==> config.mk <==
export PLATFORM = sky130hd
export DESIGN_NAME = regfile_dump
export DESIGN_NICKNAME = d
export VERILOG_FILES = /design/src/rtl/regfile_dump_pkg.sv /design/src/rtl/regfile_dump.sv
export SDC_FILE = /design/constraint.sdc
export NUM_CORES = 1
export LEC_CHECK = 0
export BUFFER_PORTS_ARGS = -buffer_cell sky130_fd_sc_hd__buf_2
export CAP_MARGIN = 20
export CORE_MARGIN = 8
export CORE_UTILIZATION = 48
export DETAILED_ROUTE_END_ITERATION = 8
export PLACE_DENSITY_LB_ADDON = 0.12
export SLEW_MARGIN = 10
export SYNTH_ARGS = -nofsm -noshare
export SYNTH_HDL_FRONTEND = slang
export SYNTH_SLANG_ARGS = --single-unit
==> constraint.sdc <==
create_clock -name clk -period 2 [get_ports clk]
set_input_delay 0.3 -clock clk [delete_from_list [all_inputs] [get_ports clk]]
set_output_delay 0.3 -clock clk [all_outputs]
set_load 0.02 [all_outputs]
==> src/rtl/regfile_dump_pkg.sv <==
// Shared widths for the register-file dump engine.
// The data width tracks the project-wide DATA_WIDTH define when the build provides one.
`ifndef DATA_WIDTH
`define DATA_WIDTH 32
`endif

package regfile_dump_pkg;

  localparam int DATA_WIDTH = `DATA_WIDTH;
  localparam int REG_IDX_W  = 5;

  typedef logic [REG_IDX_W-1:0]  reg_idx_t;
  typedef logic [DATA_WIDTH-1:0] reg_data_t;

endpackage

==> src/rtl/regfile_dump.sv <==
// Walks register indices START_REG..END_REG over the rs1/rd1 read port and
// presents each index/value pair on a valid/ready stream, then pulses done.
module regfile_dump
  import regfile_dump_pkg::*;
#(
  parameter int unsigned START_REG = 1,
  parameter int unsigned END_REG   = 31
) (
  input  logic                  clk,
  input  logic                  rst_n,
  input  logic                  start,
  output logic                  busy,
  output logic                  done,
  output logic [REG_IDX_W-1:0]  rs_addr,
  input  logic [DATA_WIDTH-1:0] rd_data,
  output logic                  out_valid,
  input  logic                  out_ready,
  output logic [REG_IDX_W-1:0]  out_addr,
  output logic [DATA_WIDTH-1:0] out_data
);

  // Encodings stay private to this block; nothing outside observes the state.
  typedef enum logic [1:0] {
    IDLE,
    READ,
    HOLD,
    DONE
  } state_t;

  localparam reg_idx_t START_IDX = START_REG[REG_IDX_W-1:0];
  localparam reg_idx_t END_IDX   = END_REG[REG_IDX_W-1:0];

  state_t state;

  // NOTE: every register here uses non-blocking assignment so all outputs
  // update together on the edge and READ samples the pre-edge rd_data.
  always_ff @(posedge clk or negedge rst_n) begin
    if (!rst_n) begin
      state     <= IDLE;
      busy      <= 1'b0;
      done      <= 1'b0;
      rs_addr   <= '0;
      out_valid <= 1'b0;
      out_addr  <= '0;
      out_data  <= '0;
    end else begin
      case (state)
        IDLE: begin
          if (start) begin
            rs_addr <= START_IDX;
            busy    <= 1'b1;
            state   <= READ;
          end
        end

        READ: begin
          out_data  <= rd_data;
          out_addr  <= rs_addr;
          out_valid <= 1'b1;
          state     <= HOLD;
        end

        HOLD: begin
          if (out_ready) begin
            out_valid <= 1'b0;
            // END_REG <= 31 ends the pass before the 5-bit increment can wrap.
            if (out_addr == END_IDX) begin
              busy  <= 1'b0;
              done  <= 1'b1;
              state <= DONE;
            end else begin
              rs_addr <= out_addr + 1'b1;
              state   <= READ;
            end
          end
        end

        DONE: begin
          done  <= 1'b0;
          state <= IDLE;
        end

        default: state <= IDLE;
      endcase
    end
  end

endmodule
# After elaboration in Yosys (flattened, before gate mapping)
# Cells that the tools add are included.
# classes
add_sub_neg,1
n_reduce_logical,9
n_mux,17
n_eq_ne,8
# op_table
operator,count
5-bit two-way mux,3
5-bit one-hot mux with 2 select lines,1
2-bit inequality test (second input constant),4
2-bit one-hot mux with 4 select lines,1
4-bit AND reduction,2
1-bit two-way mux,6
2-bit two-way mux,3
1-bit one-hot mux with 2 select lines,3
2-bit nonzero test,3
5-bit by 1-bit adder with 5-bit output (second input constant),1
5-bit == test (second input constant),1
2-bit == test (second input constant),2
2-bit AND reduction,2
3-bit AND reduction,1
2-bit by 1-bit == test with 1-bit output (second input constant),1
2-bit logical NOT,1
# totals
output_inout_bits,45
register_bits,47
in_bits,36

# Logic depth before layout (Yosys ltp)
# logic_depth
ltp_word,4
ltp_mapped,6
depth_no_buf,6

# Least setup slack after synthesis
# OpenSTA, ideal clock, no wires.
# synth_path
kind,reg2reg
start,reg out_addr[0]
end,reg rs_addr[2]
path_buffers,0
stages_incl_launch_ff,7
setup_time_ns,0.121
period_less_slack_ns,1.783
path_slack_ns,0.217
arrival_ns,1.662
cell_sequence,dfrtp_1 > ha_1 > and3_1 > ha_1 > nand3b_1 > a21o_2 > a22o_1
# synth_between
elab_chain_len,4
# synth_lines
element,line_no,rtl
from (decl),regfile_dump.sv:18,"output logic [REG_IDX_W-1:0] out_addr,"
from (signal assigned),regfile_dump.sv:58,out_addr <= rs_addr;
5-bit by 1-bit adder with 5-bit output,regfile_dump.sv:72,rs_addr <= out_addr + 1'b1;
5-bit two-way mux,regfile_dump.sv:67,if (out_addr == END_IDX) begin
5-bit two-way mux,regfile_dump.sv:64,if (out_ready) begin
5-bit one-hot mux with 2 select lines,regfile_dump.sv:47,case (state)
to (signal assigned),regfile_dump.sv:72,
to (decl),regfile_dump.sv:14,"output logic [REG_IDX_W-1:0] rs_addr,"
# Parallel ways exist; a longest one is shown, timed or not. The select of a mux whose other input is x is not followed.
# A chain may end at the register's enable or synchronous reset.

# Worst setup path after layout
# layout_path
start,reg out_addr[0]
end,reg rs_addr[3]
# Same word-level chain as after synthesis.

==> flow_summary.ini <==
[route]
wl_met3_um = 382
wl_per_cell_um = 17.6
drt-total-wl_mm = 4.55
routed_via_density = 5.07
drt-initial-drc-count = 84
highest_layer = met4
wl_met1_mm = 1.91
routed-via-count = 1314
dr.pass1.iters = 4
remaining_drc_errors = 0
drt.antenna.violating_nets = 0
wl_met2_mm = 2.20

[final_layout]
multi_input_area_um2 = 749
syn_to_final_growth_pct = 25.3
n_fill_cell = 329
drive_gt1_share_pct = 62.2
seq_area_um2 = 1180
finalNonFillerCells = 259
nets = 247
n_antenna_cell = 0

[worst_setup_path]
r2r_setup_slack_ns = 0.18
cp_slowest_cell = dfrtp_1
criticalPathCategory = reg -> reg
required_ns = 2.18
reg2reg_from = out_addr[0]
slowest_delay_ns = 0.43
crit_top_cell = ha_1
critical_path.cell_chain = ha_1 > and3_1 > ha_1 > nand3b_1 > a21o_2 > a22o_1
startpoint = out_addr[0]
worstPathArrival_ns = 2.00
critPathLaunchType = flip-flop
worstPathMaxFanout = 5
crit_path_end_kind = flip-flop
critPathBufInv = 0
cp_top_family = compound AO/OA/AOI/OAI gates

[clocking]
cts.reportedPaths.clkPinSlew_ns = 0.08
cts_hold_buf = 0
insertion_delay_ns = 0.29
cts_buffers = 5
cts_resized = 0
clock_path_buffers = 2
cts_num_sinks = 47
cts_tree = built
cts_root_buf = clkbuf_8
htreeDepth = 2
cts_post_setup_buffers_inserted = 0

[yosys]
synth_commonest_cells = dfrtp_1, mux2_4, mux2_2, a21oi_1, a22o_1
synthTopCellsByArea = dfrtp_1, mux2_4, mux2_2
ys_seq_area_share_pct = 58.7
yosysTopAreaCell = dfrtp_1
avgSynthCellArea_um2 = 16.6
yosys.cell_count.top_type = dfrtp_1
syn_area_um2 = 2000
yosys_warnings = 0
syn-num-nets = 160
synthCells = 121
synth_edf_count = 0
synth_top_area_share_pct = 58.7
ys_seq_elements = 47
synthArstFlopShare_pct = 100
synth_cell_types = 23
synth_flop_cell = dfrtp_1

[floorplan]
dieHeight_um = 80.6
die-width_um = 80.6
start_util_pct = 50.1
core_um2 = 4000
rows = 23
dieArea_um2 = 6500
pin_count = 81

[timing]
slew_headroom_pct = 44.4
slew_violations = 0
setup_viol = 0
period_needed_ns = 1.82
final_hold_viol_count = 0
hold_ws_ns = 0.0981
fin_setup_tns_ns = 0
tightest_slew_ns = 0.834
rsz0062_at_grt = no
fmax_ghz = 0.550
clock_skew_ns = 0.00574
period_share_pct = 91.0

[placement]
dp_cells = 251
finalWeightedCongestion = 0.817
dp_hpwl_mm = 3.42
numPortBuffers = 80

[global_route]
grt_pass1_wl_mm = 7.22
track_usage_pct = 14.4
grt_pass1_vias = 1469
overflow = 0
antenna_found_initial = 0
grt_max_degree = 39

[power]
cellPowerDensity_nw_per_um2 = 1750
ir_drop_mv = 0.888
leakagePower_uw = 0.00132
p_total_uw = 4390

[status]
status = completed

[worst_hold_path]
worstHoldPathType = in -> async

[flow_run]
max_cap_viol_count = 0
## worst reg2reg max path: stages, from the launching register on
cell and delay (ns):
dfrtp_1 0.43, ha_1 0.24, and3_1 0.17, ha_1 0.18, nand3b_1 0.18, a21o_2 0.27
a22o_1 0.24
## registers in the layout, indices dropped and copies added (netlist names)
name and count:
out_data 32, out_addr 5, rs_addr 5, state 2, busy 1, done 1
out_valid 1
## power breakdown
group	internal (uW)	total, uW	switching [uW]
logic	1040	2150	1110
registers	1380	1690	308
clock network	246	547	301
total	2670	4390	1720
## metal layers
metal	GRT usage, %	vias to the layer above
met5	0	-
met4	3.82	0
met3	6.03	10
met2	23.3	55
met1	17.2	649
li1	-	600
## through the flow
| stage | instance area [um^2] | utilization, % | worst slack (ns) |
|---|---|---|---|
| final | 2510 | 62.8 | 0.180 |
| after global routing | 2510 | 62.8 | 0.0783 |
| after CTS | 2510 | 62.8 | 0.179 |
| after detailed placement | 2430 | 60.7 | 0.222 |
| after global placement | 2430 | 60.7 | 0.264 |
| after floorplan | 2000 | - | 0.217 |
## kinds of logic after synthesis
kind of cell | Yosys count | share of synthesized area (%)
DFF | 47 | 58.7
adders and majority gates | 3 | 1.87
buffers and inverters | 7 | 3.93
muxes | 37 | 26.4
AOI/OAI and AO/OA | 15 | 4.87
xor gates and xnor gates | 2 | 0.874
and+or+nand+nor | 10 | 3.37
## worst paths after layout
kind / endpoint / cells past startpoint
hold reg to reg: out_data[15] / 1
setup / recovery: rs_addr[3] / 6
max in group asynchronous: out_data[18] / 2
hold / removal: out_data[7] / 1
min in group clk: out_data[1] / 2
setup reg to reg: rs_addr[3] / 6
## cells in the final DEF (no fill, tap or decap), drive strengths merged
cell	synthesis	routed
buf	4	84
dfrtp	47	47
mux2	37	37
clkbuf	0	7
a21oi	6	6
a22o	4	4
ha	3	3
inv	3	3
nand2	2	2
nand2b	2	2
nand3	2	2
o21ai	2	2
nor2	2	2
and3	1	1
nand3b	1	1
a21o	1	1
a22oi	1	1
xnor2	1	1
xor2	1	1
a31oi	1	1
clkinv	0	1
## layout make-up
class	count	share of cell area, %
clock buffers	7	3.04
flip-flops and latches	47	46.8
inverters	3	0.448
clock inverters	1	0.199
multi-input cells	67	29.8
repair buffers	84	17.1
well taps	50	2.49
Power figures use the tool's default switching activity.
